--- config.mk ---
export PLATFORM = sky130hd
export DESIGN_NAME = mem_arbiter_flat
export DESIGN_NICKNAME = d
export VERILOG_FILES = /design/src/rtl/mem_arb_pkg.sv /design/src/rtl/mem_arb_if.sv /design/src/rtl/mem_arb_rr.sv /design/src/rtl/mem_arbiter.sv /design/src/flat_wrapper.sv
export SDC_FILE = /design/constraint.sdc
export NUM_CORES = 1
export LEC_CHECK = 0
export CORE_UTILIZATION = 40
export CTS_BUF_LIST = sky130_fd_sc_hd__clkbuf_8
export CTS_CLUSTER_SIZE = 12
export DETAILED_ROUTE_END_ITERATION = 7
export DONT_BUFFER_PORTS = 1
export SLEW_MARGIN = 25
export SYNTH_ARGS = -nofsm -noshare
export SYNTH_HDL_FRONTEND = slang
export SYNTH_HIERARCHICAL = 1
export SYNTH_SLANG_ARGS = --single-unit
--- constraint.sdc ---
create_clock -name clk -period 3.3 [get_ports clk]
set_input_delay 0.33 -clock clk [delete_from_list [all_inputs] [get_ports clk]]
set_output_delay 0.33 -clock clk [all_outputs]
set_load 0.02 [all_outputs]
--- src/rtl/mem_arb_pkg.sv ---
// Shared types and constants for the two-port memory arbiter.
// Optional bus lock is enabled by defining MEM_ARB_LOCK_EN.
package mem_arb_pkg;

    localparam int ARB_AW = 16;
    localparam int ARB_DW = 8;

    localparam logic ARB_PORT_CPU = 1'b0;
    localparam logic ARB_PORT_LDR = 1'b1;

    typedef enum logic [1:0] {
        IDLE,
        ISSUE,
        CAPTURE
    } arb_state_t;

endpackage

--- src/rtl/mem_arb_if.sv ---
// Requester and memory-side signal bundle for mem_arbiter.
// lock0/lock1 exist only when MEM_ARB_LOCK_EN is defined.
interface mem_arb_if
    import mem_arb_pkg::*;
#(
    parameter int AW = ARB_AW,
    parameter int DW = ARB_DW
);

    logic          req0;
    logic          req1;
    logic          we0;
    logic          we1;
    logic [AW-1:0] addr0;
    logic [AW-1:0] addr1;
    logic [DW-1:0] wdata0;
    logic [DW-1:0] wdata1;
    logic          ack0;
    logic          ack1;
    logic [DW-1:0] rdata0;
    logic [DW-1:0] rdata1;
`ifdef MEM_ARB_LOCK_EN
    logic          lock0;
    logic          lock1;
`endif
    logic          mem_en;
    logic          mem_we;
    logic [AW-1:0] mem_addr;
    logic [DW-1:0] mem_wdata;
    logic [DW-1:0] mem_rdata;
    logic          busy;

    modport slave (
`ifdef MEM_ARB_LOCK_EN
        input  lock0, lock1,
`endif
        input  req0, req1, we0, we1,
        input  addr0, addr1, wdata0, wdata1,
        input  mem_rdata,
        output ack0, ack1, rdata0, rdata1,
        output mem_en, mem_we, mem_addr, mem_wdata,
        output busy
    );

    modport master (
`ifdef MEM_ARB_LOCK_EN
        output lock0, lock1,
`endif
        output req0, req1, we0, we1,
        output addr0, addr1, wdata0, wdata1,
        output mem_rdata,
        input  ack0, ack1, rdata0, rdata1,
        input  mem_en, mem_we, mem_addr, mem_wdata,
        input  busy
    );

endinterface

--- src/rtl/mem_arb_rr.sv ---
// Combinational 2-way round-robin picker with a lock hold override.
// hold_i is only ever raised when MEM_ARB_LOCK_EN is defined.
module mem_arb_rr
    import mem_arb_pkg::*;
(
    input  logic [1:0] elig_i,
    input  logic       ptr_i,
    input  logic       hold_i,
    output logic       gnt_vld_o,
    output logic       gnt_idx_o
);

    // Hold favours the last grant; otherwise the other port wins ties.
    always_comb begin
        gnt_vld_o = 1'b0;
        gnt_idx_o = ptr_i;
        if (hold_i) begin
            gnt_vld_o = elig_i[ptr_i];
            gnt_idx_o = ptr_i;
        end else if (&elig_i) begin
            gnt_vld_o = 1'b1;
            gnt_idx_o = ~ptr_i;
        end else if (|elig_i) begin
            gnt_vld_o = 1'b1;
            gnt_idx_o = elig_i[1] ? ARB_PORT_LDR : ARB_PORT_CPU;
        end
    end

endmodule

--- src/rtl/mem_arbiter.sv ---
// Two-port req/ack arbiter onto one synchronous-read memory port.
// Define MEM_ARB_LOCK_EN to let a granted port keep the bus via lock.
module mem_arbiter
    import mem_arb_pkg::*;
#(
    parameter int AW = ARB_AW,
    parameter int DW = ARB_DW
) (
    input  logic      clk,
    input  logic      rst,
    mem_arb_if.slave  bus
);

    arb_state_t    state_q;
    arb_state_t    state_d;
    logic          ptr_q;
    logic          port_q;
    logic          we_q;
    logic [AW-1:0] addr_q;
    logic [DW-1:0] wdata_q;
    logic [DW-1:0] rdata0_q;
    logic [DW-1:0] rdata1_q;
    logic          ack0_q;
    logic          ack1_q;
    logic [1:0]    elig;
    logic          gnt_vld;
    logic          gnt_idx;
    logic          hold;
    logic          grant;

    // A port in its ack cycle may still show req; it must not re-win.
    assign elig  = {bus.req1 & ~ack1_q, bus.req0 & ~ack0_q};
    assign grant = (state_q == IDLE) && gnt_vld;

`ifdef MEM_ARB_LOCK_EN
    logic hold_q;
    logic lock_sel;

    assign lock_sel = ptr_q ? bus.lock1 : bus.lock0;
    assign hold     = lock_sel & (ack0_q | ack1_q | hold_q);

    // Remember a locked ack until the locked port returns.
    always_ff @(posedge clk or posedge rst) begin
        if (rst) begin
            hold_q <= 1'b0;
        end else if (state_q == IDLE) begin
            hold_q <= grant ? 1'b0 : hold;
        end
    end
`else
    assign hold = 1'b0;
`endif

    mem_arb_rr u_rr (
        .elig_i    (elig),
        .ptr_i     (ptr_q),
        .hold_i    (hold),
        .gnt_vld_o (gnt_vld),
        .gnt_idx_o (gnt_idx)
    );

    // State register.
    always_ff @(posedge clk or posedge rst) begin
        if (rst) begin
            state_q <= IDLE;
        end else begin
            state_q <= state_d;
        end
    end

    // Next-state: one access per IDLE -> ISSUE -> CAPTURE round.
    always_comb begin
        state_d = state_q;
        unique case (state_q)
            IDLE:    if (gnt_vld) state_d = ISSUE;
            ISSUE:   state_d = CAPTURE;
            CAPTURE: state_d = IDLE;
            default: state_d = IDLE;
        endcase
    end

    // Latch the winning request and advance the last-grant pointer.
    always_ff @(posedge clk or posedge rst) begin
        if (rst) begin
            ptr_q   <= 1'b1;
            port_q  <= 1'b0;
            we_q    <= 1'b0;
            addr_q  <= '0;
            wdata_q <= '0;
        end else if (grant) begin
            ptr_q   <= gnt_idx;
            port_q  <= gnt_idx;
            we_q    <= gnt_idx ? bus.we1 : bus.we0;
            addr_q  <= gnt_idx ? bus.addr1 : bus.addr0;
            wdata_q <= gnt_idx ? bus.wdata1 : bus.wdata0;
        end
    end

    // Capture read data and raise the one-cycle ack of the granted port.
    always_ff @(posedge clk or posedge rst) begin
        if (rst) begin
            ack0_q   <= 1'b0;
            ack1_q   <= 1'b0;
            rdata0_q <= '0;
            rdata1_q <= '0;
        end else begin
            ack0_q <= (state_q == CAPTURE) && (port_q == ARB_PORT_CPU);
            ack1_q <= (state_q == CAPTURE) && (port_q == ARB_PORT_LDR);
            if (state_q == CAPTURE && !we_q) begin
                if (port_q == ARB_PORT_LDR) rdata1_q <= bus.mem_rdata;
                else                        rdata0_q <= bus.mem_rdata;
            end
        end
    end

    assign bus.mem_en    = (state_q == ISSUE);
    assign bus.mem_we    = (state_q == ISSUE) & we_q;
    assign bus.mem_addr  = addr_q;
    assign bus.mem_wdata = wdata_q;
    assign bus.busy      = (state_q != IDLE);
    assign bus.ack0      = ack0_q;
    assign bus.ack1      = ack1_q;
    assign bus.rdata0    = rdata0_q;
    assign bus.rdata1    = rdata1_q;

endmodule
--- src/flat_wrapper.sv ---
// flat-port wrapper written by rule: the top's interface ports become plain ports
module mem_arbiter_flat import mem_arb_pkg::*;
#(
    parameter int AW = ARB_AW,
    parameter int DW = ARB_DW
)
  (clk, rst, bus_req0, bus_req1, bus_we0, bus_we1, bus_addr0, bus_addr1, bus_wdata0, bus_wdata1, bus_mem_rdata, bus_ack0, bus_ack1, bus_rdata0, bus_rdata1, bus_mem_en, bus_mem_we, bus_mem_addr, bus_mem_wdata, bus_busy);
  mem_arb_if #(.AW(AW), .DW(DW)) bus_i ();
  input  logic clk;
  input  logic rst;
  input wire logic [$bits(bus_i.req0)-1:0] bus_req0;
  input wire logic [$bits(bus_i.req1)-1:0] bus_req1;
  input wire logic [$bits(bus_i.we0)-1:0] bus_we0;
  input wire logic [$bits(bus_i.we1)-1:0] bus_we1;
  input wire logic [$bits(bus_i.addr0)-1:0] bus_addr0;
  input wire logic [$bits(bus_i.addr1)-1:0] bus_addr1;
  input wire logic [$bits(bus_i.wdata0)-1:0] bus_wdata0;
  input wire logic [$bits(bus_i.wdata1)-1:0] bus_wdata1;
  input wire logic [$bits(bus_i.mem_rdata)-1:0] bus_mem_rdata;
  output wire logic [$bits(bus_i.ack0)-1:0] bus_ack0;
  output wire logic [$bits(bus_i.ack1)-1:0] bus_ack1;
  output wire logic [$bits(bus_i.rdata0)-1:0] bus_rdata0;
  output wire logic [$bits(bus_i.rdata1)-1:0] bus_rdata1;
  output wire logic [$bits(bus_i.mem_en)-1:0] bus_mem_en;
  output wire logic [$bits(bus_i.mem_we)-1:0] bus_mem_we;
  output wire logic [$bits(bus_i.mem_addr)-1:0] bus_mem_addr;
  output wire logic [$bits(bus_i.mem_wdata)-1:0] bus_mem_wdata;
  output wire logic [$bits(bus_i.busy)-1:0] bus_busy;
  assign bus_i.req0 = bus_req0;
  assign bus_i.req1 = bus_req1;
  assign bus_i.we0 = bus_we0;
  assign bus_i.we1 = bus_we1;
  assign bus_i.addr0 = bus_addr0;
  assign bus_i.addr1 = bus_addr1;
  assign bus_i.wdata0 = bus_wdata0;
  assign bus_i.wdata1 = bus_wdata1;
  assign bus_i.mem_rdata = bus_mem_rdata;
  assign bus_ack0 = bus_i.ack0;
  assign bus_ack1 = bus_i.ack1;
  assign bus_rdata0 = bus_i.rdata0;
  assign bus_rdata1 = bus_i.rdata1;
  assign bus_mem_en = bus_i.mem_en;
  assign bus_mem_we = bus_i.mem_we;
  assign bus_mem_addr = bus_i.mem_addr;
  assign bus_mem_wdata = bus_i.mem_wdata;
  assign bus_busy = bus_i.busy;
  mem_arbiter #(.AW(AW), .DW(DW)) u_core (.clk(clk), .rst(rst), .bus(bus_i));
endmodule
==> impl_metrics.tcl, run 1 <==
set metrics [dict create \
    place_ws_ns 1.23 \
    cp_max_fo 27 \
    rows 26 \
    finalMaxSlewViolations 0 \
    top_layer_used "met4" \
    nFillCells 469 \
    cp-start-kind "register" \
    ys_ff_latch 47 \
    period_share_pct 62.9 \
    critPathCapture "u_core/bus.mem_addr[9]" \
    cp.required_ns 3.48 \
    h-tree-depth 2 \
    die_x_um 75.1 \
    async_reset_ff_share_pct 100 \
    final_util_pct 46.0 \
    dp_cells 210 \
    hold_viol_final 0 \
    status "complete, no violations" \
    antenna_found_initial 0 \
    yosys.area.top_type "dfrtp_1" \
    p_total_mw 2.74 \
    initial_core_util_pct 41.8 \
    core-area_sq_um 5110 \
    tightest_slew_ns 0.792 \
    grt_usage_pct 14.3 \
    vias 1169 \
    syn-cell-area_sq_um 2130 \
    via_per_inst 5.36 \
    hold_path_class "in -> async" \
    clock.fmax_ghz 0.482 \
    cts_buffers 5 \
    layout_min_cycle_time_ns 2.07 \
    reg2reg_depth 6 \
    wl_per_cell_um 18.0 \
    synth-edff-count 0 \
    final_area_sq_um 2350 \
    setup_tns_ns 0 \
    wl_met1_mm 1.52 \
    postRouteWirelength_mm 3.93 \
    critPathLaunch "u_core/bus.ack1" \
    regToRegEndpoint "u_core/bus.mem_addr[9]" \
    avgSynthCellArea_sq_um 15.0 \
    r2r_setup_slack_ns 1.23 \
    portBuffers 0 \
    area_growth_pct 10.1 \
    reg2reg_from "u_core/bus.ack1" \
    clockRootBuffer "clkbuf_8" \
    ctsHoldBuffers 0 \
    cts.reportedPaths.clkPinSlew_ns 0.09 \
    arrival_ns 2.26 \
    initialDrtViolationCount 10 \
    p_leak_nw 0.971 \
    gp_congestion 0.687 \
    syn_inst 142 \
    power_density_nw_per_um2 1160 \
    grt_overflow_total 0 \
    max-slew-margin-rel_pct 47.2 \
    fin_nets 209 \
    grt_pass1_vias 1284 \
    endpoint_kind "register" \
    antenna_cells 0 \
    yosysTopAreaCellShare_pct 53.9 \
    crit_type "reg -> reg" \
    synthTopCellsByCount "68 x mux2_2, 46 x dfrtp_1, 4 x buf_2, 4 x nor2b_1, 3 x inv_1" \
    clock_latency_ns 0.30 \
    skew_ns 0.0108 \
    ioPinCount 107 \
    yosys.cell_types.count 18 \
    fin_cells 218 \
    synth_ff_type "dfrtp_1" \
    grt_max_degree 48 \
    ir_drop_mv 0.427 \
    placed_cell_area_sq_um 2210 \
    grt_pass1_wl_mm 5.91 \
    cts_tree "built" \
    die_h_um 75.1 \
    setup_slack_ns 1.23 \
    maxCapViolations 0 \
    dieArea_sq_um 5630 \
    clock_path_buffers 2 \
    holdWs_ns 0.0306 \
    drt_pre_antenna_iters 3 \
    post-cts-setup-buffers 0 \
    ant_nets 0 \
    cts-resized-gates 0 \
    setup-violations-final 0 \
    synthTopCellsByArea "dfrtp_1 54%, mux2_2 36%, dfstp_2 1.2%, nor2b_1 1.2%, nor4b_4 1.1%" \
    met2_length_mm 1.95 \
    final_layout_size_suffix_gt1_share_pct 58.1 \
    yosysWarnings 6 \
    synth_seq_area_share_pct 55.2 \
    dp_hpwl_mm 2.94 \
    clkSinkCount 47 \
    rsz0062_at_grt "false" \
    wl_met3_um 407 \
    drcViolationCount 0 \
    synth_most_common_cell "mux2_2" \
]
==> flip-flops by register name, summed over array words and instances, names as in the netlist <==
| register | cells |
|---|---|
| u_core/bus.rdata1 | 8 |
| u_core/bus.mem_wdata | 8 |
| u_core/bus.rdata0 | 8 |
| u_core/we_q | 1 |
| u_core/ptr_q | 1 |
| u_core/port_q | 1 |
| u_core/bus.mem_addr | 16 |
| u_core/state_q | 2 |
| u_core/bus.ack0 | 1 |
| u_core/bus.ack1 | 1 |
==> worst min-delay path by stage <==
stage                                          to             start  depth (start not counted)  slack [ns]
after floorplan              u_core/bus.rdata1[0]  bus_mem_rdata[0]                          1        0.48
after global placement    u_core/bus.mem_wdata[0]               rst                          1        0.45
after detailed placement  u_core/bus.mem_wdata[0]               rst                          1        0.48
after CTS                    u_core/bus.rdata1[3]               rst                          1        0.15
after global routing      u_core/bus.mem_wdata[0]               rst                          1        0.09
final                     u_core/bus.mem_wdata[0]               rst                          1        0.03
==> cells by family after synthesis <==
logic type	count (synthesis)	share of synthesized area, %
AO/OA/AOI/OAI	4	1.06
buffers and inverters	10	2.87
flip-flops	47	55.2
multiplexers	68	35.9
other	1	0.176
AND/OR/NAND/NOR	12	4.87
==> layer usage <==
| metal | track usage, % | up-vias |
|---|---|---|
| met1 | 15.0 | 573 |
| met3 | 6.69 | 8 |
| met5 | 0 | - |
| li1 | - | 512 |
| met2 | 25.5 | 76 |
| met4 | 4.19 | 0 |
==> report_power, final <==
group	switching (mW)	total, mW	internal (mW)
registers	0.547	1.42	0.873
clock network	0.189	0.491	0.302
logic	0.323	0.827	0.504
==> layout make-up <==
class	instances	area, sq um	share of cell area [%]
clock inverter	3	67.6	2.87
sequential	47	1180	50.1
clock buffer	5	68.8	2.93
multi-input combinational	87	915	38.9
timing repair buffer	3	22.5	0.958
inverter	3	12.5	0.532
tap	70	87.6	3.73
==> critical path, cell delays in order, from the launching register on <==
cell	delay (ns)
dfrtp_1	0.46
nor2b_1	0.24
a21oi_1	0.12
a31oi_2	0.14
buf_4	0.35
mux2_2	0.39
mux2_2	0.27
==> cells in the final DEF, fill, tap and decap left out, drive strengths merged, types with 2 or more instances in the layout <==
master	count
nor2b	4
bufinv	2
inv	2
a21oi	2
buf	3
dfrtp	46
clkbuf	5
nor3b	2
conb	3
mux2	68
a31oi	2
Power figures use the tool's default switching activity.
==> inputs of run 2 (changes only) <==
==> constraint.sdc (replaced) <==
create_clock -name clk -period 1.8 [get_ports clk]
set_input_delay 0.18 -clock clk [delete_from_list [all_inputs] [get_ports clk]]
set_output_delay 0.18 -clock clk [all_outputs]
set_load 0.02 [all_outputs]
==> run 2 against run 1 <==
The flow now finishes with violations (negative setup slack). Clock-buffer cell count increased by 2. Routed wire length increased by 16%. Global-route usage increased by 1.4 points. Clock power increased by 43%. Hold slack got worse by 0.0017 ns. First-iteration DRC count increased by 60%. Cell count increased by 7.8%. Critical path type unchanged. Critical endpoint is now u_core/bus.mem_wdata[4]. Highest routed layer unchanged.
==> impl_metrics.tcl, run 2 (synthesis gave the netlist of run 1 again) <==
set metrics [dict create \
    layout_min_cycle_time_ns 1.85 \
    violations "negative setup slack" \
    clockRootBuffer "clkbuf_8" \
    area_growth_pct 22.2 \
    gp_congestion 0.707 \
    vias 1223 \
    p_leak_nw 1.15 \
    drcViolationCount 0 \
    cp_slowest_cell "dfrtp_2" \
    die_h_um 75.1 \
    skew_ns 0.00995 \
    crit_type "reg -> reg" \
    grt_pass1_wl_mm 6.35 \
    grt_max_degree 18 \
    ant_nets 0 \
    largest_reg_flops 16 \
    place_ws_ns -0.0441 \
    dieArea_sq_um 5630 \
    cts_buffers 5 \
    maxCapViolations 0 \
    die_x_um 75.1 \
    initialDrtViolationCount 16 \
    path_cells "nor2b_4, a21oi_1, a31oi_1, nor3b_4, buf_4, mux2_2" \
    drt_pre_antenna_iters 4 \
    cts_tree "built" \
    h-tree-depth 2 \
    slowest_delay_ns 0.43 \
    finalMaxSlewViolations 0 \
    clkSinkCount 47 \
    setup-violations-final 22 \
    fin_nets 226 \
    clock_latency_ns 0.30 \
    cp.required_ns 1.98 \
    p_total_mw 5.44 \
    mostFrequentLayoutCells "48 x mux2_2, 45 x dfrtp_1, 20 x mux2_4" \
    ir_drop_mv 0.834 \
    hold_viol_final 0 \
    arrival_ns 2.03 \
    dp_hpwl_mm 3.20 \
    cp-start-kind "register" \
    grt_usage_pct 15.7 \
    clock.fmax_ghz 0.540 \
    portBuffers 0 \
    cp_max_fo 11 \
    antenna_found_initial 0 \
    clock_path_buffers 2 \
    wl_per_cell_um 19.5 \
    endpoint_kind "register" \
    hold_path_class "in -> reg" \
    fin_cells 235 \
    status "finished with violations" \
    setup_slack_ns -0.0514 \
    grt_overflow_total 0 \
    grt_pass1_vias 1380 \
    dp_cells 221 \
    final_common_cell "mux2_2" \
    rows 26 \
    postRouteWirelength_mm 4.58 \
    rsz0062_at_grt "true" \
    antenna_cells 0 \
    power_density_nw_per_um2 2090 \
    ioPinCount 107 \
    initial_core_util_pct 41.8 \
    period_share_pct 103 \
    via_per_inst 5.20 \
    cts.reportedPaths.clkPinSlew_ns 0.09 \
    final_layout_size_suffix_gt1_share_pct 63.6 \
    core-area_sq_um 5110 \
]
## run 2: changes by cell type in the layout (fill, tap and decap cells not counted), moves of 2 or more
cell	change
buf_6	+4
mux2_2	-20
mux2_4	+20
bufinv_16	-2
buf_12	+2
buf_4	+9
clkbuf_8	+2
## run 2: what timing repair did
action / CTS / global route
endpoints found under the hold margin: 14 / 0
gates resized for setup: 6 / 22
cloned: 1 / 1
endpoints found under the setup margin: 22 / 26
pin swaps: 0 / 1
hold buffers: 1 / 0
setup buffers: 4 / 0
## run 2: area by class of cell
cell class / count / area, sq um
inverters: 3 / 11.3
repair buffers: 20 / 210
clock buffers: 7 / 96.3
flip-flops and latches: 47 / 1180
well taps: 70 / 87.6
clock inverters: 1 / 7.51
multi-input cells: 87 / 1020
fillers: 444 / 2500
## run 2: metrics by stage
stage	utilization (%)	setup TNS, ns	instance area (sq um)	hold WS, ns
5_1_grt	51.1	-2.97	2610	0.0133
3_3_place_gp	45.4	0	2320	0.0392
2_1_floorplan	-	0	2160	0.332
3_5_place_dp	45.4	-0.446	2320	0.0450
4_1_cts	49.4	-0.139	2520	0.0139
6_report	51.1	-0.573	2610	0.0290
## run 2: where the power goes
part	switching (mW)	leakage, nW	internal, mW
clock	0.351	0.0505	0.350
sequential	0.989	0.560	1.60
combinational	0.785	0.542	1.37
total	2.13	1.15	3.32
## run 2: final timing paths
kind / from / endpoint / slack (ns) / cells after the start
max in group asynchronous: rst / u_core/ptr_q / 0.91 / 3
setup reg to reg: u_core/bus.ack1 / u_core/bus.mem_wdata[4] / -0.05 / 6
min in group asynchronous: rst / u_core/bus.mem_addr[4] / 0.28 / 2
hold reg to reg: u_core/port_q / u_core/bus.ack0 / 0.55 / 1
hold / removal: bus_mem_rdata[1] / u_core/bus.rdata0[1] / 0.03 / 1
setup / recovery: u_core/bus.ack1 / u_core/bus.mem_wdata[4] / -0.05 / 6
## run 2: worst max-delay path: cells and delay by family, from the launching register on
| kind | cells | cell delay [ns] |
|---|---|---|
| compound gates | 2 | 0.27 |
| buf+inv | 1 | 0.26 |
| flops | 1 | 0.43 |
| mux | 1 | 0.35 |
| simple gates | 2 | 0.43 |
## run 2: routing by layer
layer / global-route usage (%) / vias to the layer above / routed length [um]
li1: - / 542 / -
met1: 15.0 / 609 / 1640
met2: 30.4 / 69 / 2460
met3: 6.69 / 3 / 454
met4: 3.77 / 0 / 18
met5: 0 / - / 0
==> RTL edit 1: new RTL, flow settings as in run 2 <==
The package constant `ARB_AW` goes from 16 to 15.
--- a/src/rtl/mem_arb_pkg.sv
+++ b/src/rtl/mem_arb_pkg.sv
@@ -2,7 +2,7 @@
 // Optional bus lock is enabled by defining MEM_ARB_LOCK_EN.
 package mem_arb_pkg;
 
-    localparam int ARB_AW = 16;
+    localparam int ARB_AW = 15;
     localparam int ARB_DW = 8;
 
     localparam logic ARB_PORT_CPU = 1'b0;
Ports: changed (resized bus_addr0, bus_addr1 and bus_mem_addr); port bits go from 107 to 104. No check against the original RTL was run, so the function may have changed too.
==> RTL edit 1 against run 2 <==
  * The flow still finishes with violations (negative setup slack)
  * Total power grew 5.5%
  * Maximum frequency rose by 0.35%
  * Setup slack improved by 0.0064 ns
  * Synthesized cell count fell by 2.1%
  * Wire length shrank 2.2%
  * Critical path depth up 2
  * Sequential cell count shrank 1
  * Worst hold slack better by 0.0027 ns
  * Synthesized area fell by 2.2%
  * Final area increased by 1.6%
  * Critical path type unchanged
  * Highest routed layer unchanged
==> RTL edit 1: results (changes against run 2) <==
status=finished, violations left; violated checks=negative setup slack; Post-synth top flop=dfrtp_1; largest cells by area after synthesis=dfrtp_1, mux2_2, dfstp_2; Seq/Total Area, Yosys=0.552 (+0.000576); initial detailed-routing violation count=24 (+8); largest delay contributor family on the critical path=flip-flops; top cells by count, synth=mux2_2, dfrtp_1, buf_2, nor2b_1, inv_1; Synth async-reset ratio=1.00 (unchanged); initial antenna violation count=0 (unchanged); met2 WL=2350 microns (-4.8%); DRT Wirelength=4480 microns (-2.2%); first-pass GRT wire length=6780 microns (+6.8%); met3 wire length=324 microns (-29%); relative slew slack=0.601; Data arrival, critical path=2.02 ns; Max clock buf depth=2 (unchanged); NumNets Final=222 (-1.8%); Hold Path Class=input port to flip-flop; n_diodes=0 (unchanged); post-place instance area=2240 sq um (-3.6%); peak supply drop=852 uV (+2.1%); Leak Pwr=1.18 nW (+2.1%); via count=1210 (-1.1%); switch share=0.377 (-0.0141); GRT Total Usage=0.170 (+0.0133); pre-CTS setup slack=-0.0262 ns (+0.0180 ns); routed length on met1=1740 microns (+6.3%); largest net degree at the start of global routing=30 (+12); TritonCTS buffer count=5 (unchanged); max reg flops=15 (-1); Clk Latency, worst-skew pair=0.29 ns; H-tree depth=2 (unchanged); number of global-route vias before repair=1375 (-0.36%); Finish-stage setup viols=25 (+14%); Final HPWL DP=2880 microns (-10%); post-synth top area share=0.540 (about the same); First-pass DRT Iterations=3 (-1); clk_skew=0.00786 ns (-0.00210 ns); share of layout cells above drive strength 1=0.644 (+0.00781); Final Wtd Congestion=0.639 (-9.7%); clock-pin slew on the worst setup and hold paths=0.09 ns (about the same); final worst slack=-0.0450 ns (+0.00637 ns); Max Fanout on Critical Path=7 (-4)
## RTL edit 1: worst register-to-register path: cells and delay by family, from the launching register on
kind	cells	cell delay, ns
flops	1	0.43
buf+inv	3	0.41
simple gates	2	0.38
mux	1	0.31
compound gates	2	0.21
## RTL edit 1: path summary, 6_finish.rpt
| check | startpoint | endpoint | slack, ns | depth (start not counted) |
|---|---|---|---|---|
| min reg2reg | u_core/port_q | u_core/bus.ack0 | 0.57 | 1 |
| max in group asynchronous | rst | u_core/bus.rdata1[7] | 0.72 | 3 |
| max | u_core/bus.ack1 | u_core/bus.mem_addr[8] | -0.04 | 8 |
| min in group asynchronous | rst | u_core/bus.rdata1[3] | 0.41 | 2 |
| min | bus_mem_rdata[3] | u_core/bus.rdata0[3] | 0.03 | 1 |
| max reg2reg | u_core/bus.ack1 | u_core/bus.mem_addr[8] | -0.04 | 8 |
## RTL edit 1: power groups by stage
stage               registers (W)  clock network, W  logic [W]
floorplan                 0.00244                 0    0.00138
global placement          0.00252                 0    0.00157
detailed placement        0.00255                 0    0.00165
CTS                       0.00255          0.000761    0.00244
global route              0.00262          0.000812    0.00262
finish                    0.00255          0.000741    0.00245
## RTL edit 1: logic make-up (layout without fill, tap and decap cells)
family / Yosys count / in the layout / share of synthesized area
AO/OA/AOI/OAI: 4 / 4 / 0.0108
buffers and inverters: 10 / 32 / 0.0294
flip-flops: 46 / 46 / 0.552
multiplexers: 66 / 66 / 0.356
other: 1 / 3 / 0.00180
AND/OR/NAND/NOR: 12 / 12 / 0.0498
## RTL edit 1: stage by stage
step                       util  instances  TNS, ns
after floorplan               -        141        0
after global placement    0.459        212        0
after detailed placement  0.459        212  -0.0272
after CTS                 0.535        229   -0.351
after global routing      0.543        230    -2.91
final                     0.543        230   -0.727
## RTL edit 1: timing repair
item                                    in CTS  in global routing
endpoints found under the setup margin      23                 26
cloned                                       4                  0
endpoints found under the hold margin       27                  0
pin swaps                                    0                  0
gates resized for setup                     41                  9
hold buffers                                 1                  0
buffers inserted                             5                  1
## RTL edit 1: cell type report
type                       instances  area [sq um]
clock inverter                     3          41.3
tap                               67          83.8
inverter                           3          11.3
sequential                        46          1150
timing repair buffer              21           260
clock buffer                       5          68.8
multi-input combinational         85          1030
fill                             422          2230
## RTL edit 1: metal layers
layer / vias to the layer above / GRT usage
met4: 0 / 0.0608
met5: - / 0
met2: 58 / 0.293
li1: 533 / -
met3: 8 / 0.0596
met1: 611 / 0.196
==> RTL edit 2: new RTL, flow settings as in run 2 <==
Made on the original files. The 3 states of `arb_state_t` get a one-hot encoding in 3 bits.
--- a/src/rtl/mem_arb_pkg.sv
+++ b/src/rtl/mem_arb_pkg.sv
@@ -8,10 +8,10 @@
     localparam logic ARB_PORT_CPU = 1'b0;
     localparam logic ARB_PORT_LDR = 1'b1;
 
-    typedef enum logic [1:0] {
-        IDLE,
-        ISSUE,
-        CAPTURE
+    typedef enum logic [2:0] {
+        IDLE    = 3'b001,
+        ISSUE   = 3'b010,
+        CAPTURE = 3'b100
     } arb_state_t;
 
 endpackage
Check against the original RTL: no difference found for any inputs over 10 cycles, from zero or initial values and one cycle with rst high; not proved beyond that.
==> RTL edit 2 against run 2 <==
  * Largest cell class unchanged
  * Setup slack improved by 0.19 ns
  * Highest routed layer unchanged
  * Wire length down 4.9%
  * Synthesized area fell by 2.2%
  * Sequential share of layout area increased by 4.1 points
  * Final area shrank 6.4%
  * Cell count increased by 11%
  * Largest power group unchanged
  * Sequential cell count is 1 higher
  * Total power decreased by 14%
  * Combinational power decreased by 34%
  * Count of clock-buffer cells in the layout shrank 2
==> RTL edit 2: results (changes against run 2) <==
status=finished clean; initial detailed-routing violation count=56 (+40); initial antenna violation count=0 (unchanged); n_diodes=0 (unchanged); Ys Warns=6 (unchanged); post-synth cell types=24 (+6); worst-case reg-to-reg path depth=3 (-3); Hold Path Cell Cnt=1 (unchanged); H-tree depth=2 (unchanged); Port Buf Inserts=0 (unchanged); Final HPWL DP=3230 microns (+0.82%); top cells by count, synth=dfrtp_1, nor2_1, a21oi_1; vias per cell=5.23 (+0.42%); post-place instance area=2250 sq um (-3.2%); Clk Latency, worst-skew pair=0.30 ns (about the same); share of layout cells above drive strength 1=0.222 (-0.415); Synth async-reset ratio=1.00 (unchanged); clk_skew=0.0115 ns (+0.00159 ns); largest cells by area after synthesis=dfrtp_1, mux2i_1, a21oi_1; peak supply drop=660 uV (-21%); Root Driver=clkbuf_8; Leak Pwr=1.12 nW (-2.5%); average wire per standard cell=16.7 microns (-14%); First-pass DRT Iterations=4 (unchanged); fill cell count=435 (-2.0%); first-pass GRT wire length=6770 microns (+6.6%); slew of the pin with the lowest slew margin=0.516 ns; net load switching power=0.00198 W (-6.7%); GRT Total Usage=0.166 (+0.00971); pre-CTS setup slack=-0.0204 ns (+0.0238 ns); Final Wtd Congestion=0.721 (+2.0%); Hold Path Class=input port to flip-flop; Max clock buf depth=2 (unchanged); Seq/Total Area, Yosys=0.576 (+0.0248); NumNets Final=255 (+13%); number of global-route vias before repair=1437 (+4.1%); largest net degree at the start of global routing=56 (+38); clock-pin slew on the worst setup and hold paths=0.10 ns; Max Fanout on Critical Path=8 (-3); max reg flops=16 (unchanged); TritonCTS buffer count=5 (unchanged)
RTL edit 2: power by group through the flow:
stage	registers [W]	logic, W	clock network [W]
2_1_floorplan	0.00238	0.00110	0
3_3_place_gp	0.00247	0.00132	0
3_5_place_dp	0.00248	0.00142	0
4_1_cts	0.00247	0.00142	0.000817
5_1_grt	0.00253	0.00158	0.000878
6_report	0.00246	0.00142	0.000795
RTL edit 2: stage by stage:
step,std cells,hold WS (ns),util
after floorplan,179,0.329,-
after global placement,246,0.112,0.461
after detailed placement,246,0.125,0.461
after CTS,255,0.00596,0.487
after global routing,261,0.000418,0.500
final,261,0.0146,0.500
RTL edit 2: kinds of logic (layout without fill, tap and decap cells):
kind of cell | after synthesis | count (layout) | share of synthesized area
buffers and inverters | 15 | 30 | 0.0318
other | 1 | 3 | 0.00180
flip-flops | 48 | 48 | 0.576
multiplexers | 41 | 41 | 0.220
AND/OR/NAND/NOR | 41 | 41 | 0.0941
AO/OA/AOI/OAI | 31 | 31 | 0.0755
RTL edit 2: worst max-delay path: stages, from the launching register on:
cell and delay, ns:
dfstp_2 0.38, or3b_4 0.41, or3_4 0.44, mux2_4 0.33
RTL edit 2: path summary, 6_finish.rpt:
| path | startpoint | to | slack (ns) |
|---|---|---|---|
| setup / recovery | u_core/state_q[0] | u_core/bus.rdata1[3] | 0.14 |
| hold / removal | bus_mem_rdata[4] | u_core/bus.rdata1[4] | 0.01 |
| setup reg to reg | u_core/state_q[0] | u_core/bus.rdata1[3] | 0.14 |
| hold reg to reg | u_core/port_q | u_core/bus.ack0 | 0.48 |
| max in group asynchronous | rst | u_core/bus.mem_wdata[0] | 0.73 |
| min in group asynchronous | rst | u_core/bus.rdata1[4] | 0.35 |
RTL edit 2: timing repair:
| item | CTS | global route |
|---|---|---|
| gates cloned | 0 | 0 |
| resized for setup | 1 | 1 |
| setup buffers | 0 | 0 |
| hold buffers | 1 | 6 |
| hold endpoints to repair | 22 | 7 |
| endpoints found under the setup margin | 8 | 10 |
RTL edit 2: layer usage:
metal / routed length (microns) / track usage / vias up
li1: - / - / 630
met1: 1680 / 0.193 / 663
met2: 2330 / 0.280 / 64
met3: 280 / 0.0650 / 7
met4: 60 / 0.0608 / 0
met5: 0 / 0 / -
RTL edit 2: cell type report:
| cell class | count | area share |
|---|---|---|
| repair buffers | 17 | 0.0697 |
| well taps | 67 | 0.0344 |
| inverters | 5 | 0.00769 |
| clock inverters | 3 | 0.0190 |
| flip-flops and latches | 48 | 0.493 |
| multi-input cells | 116 | 0.348 |
| clock buffers | 5 | 0.0282 |
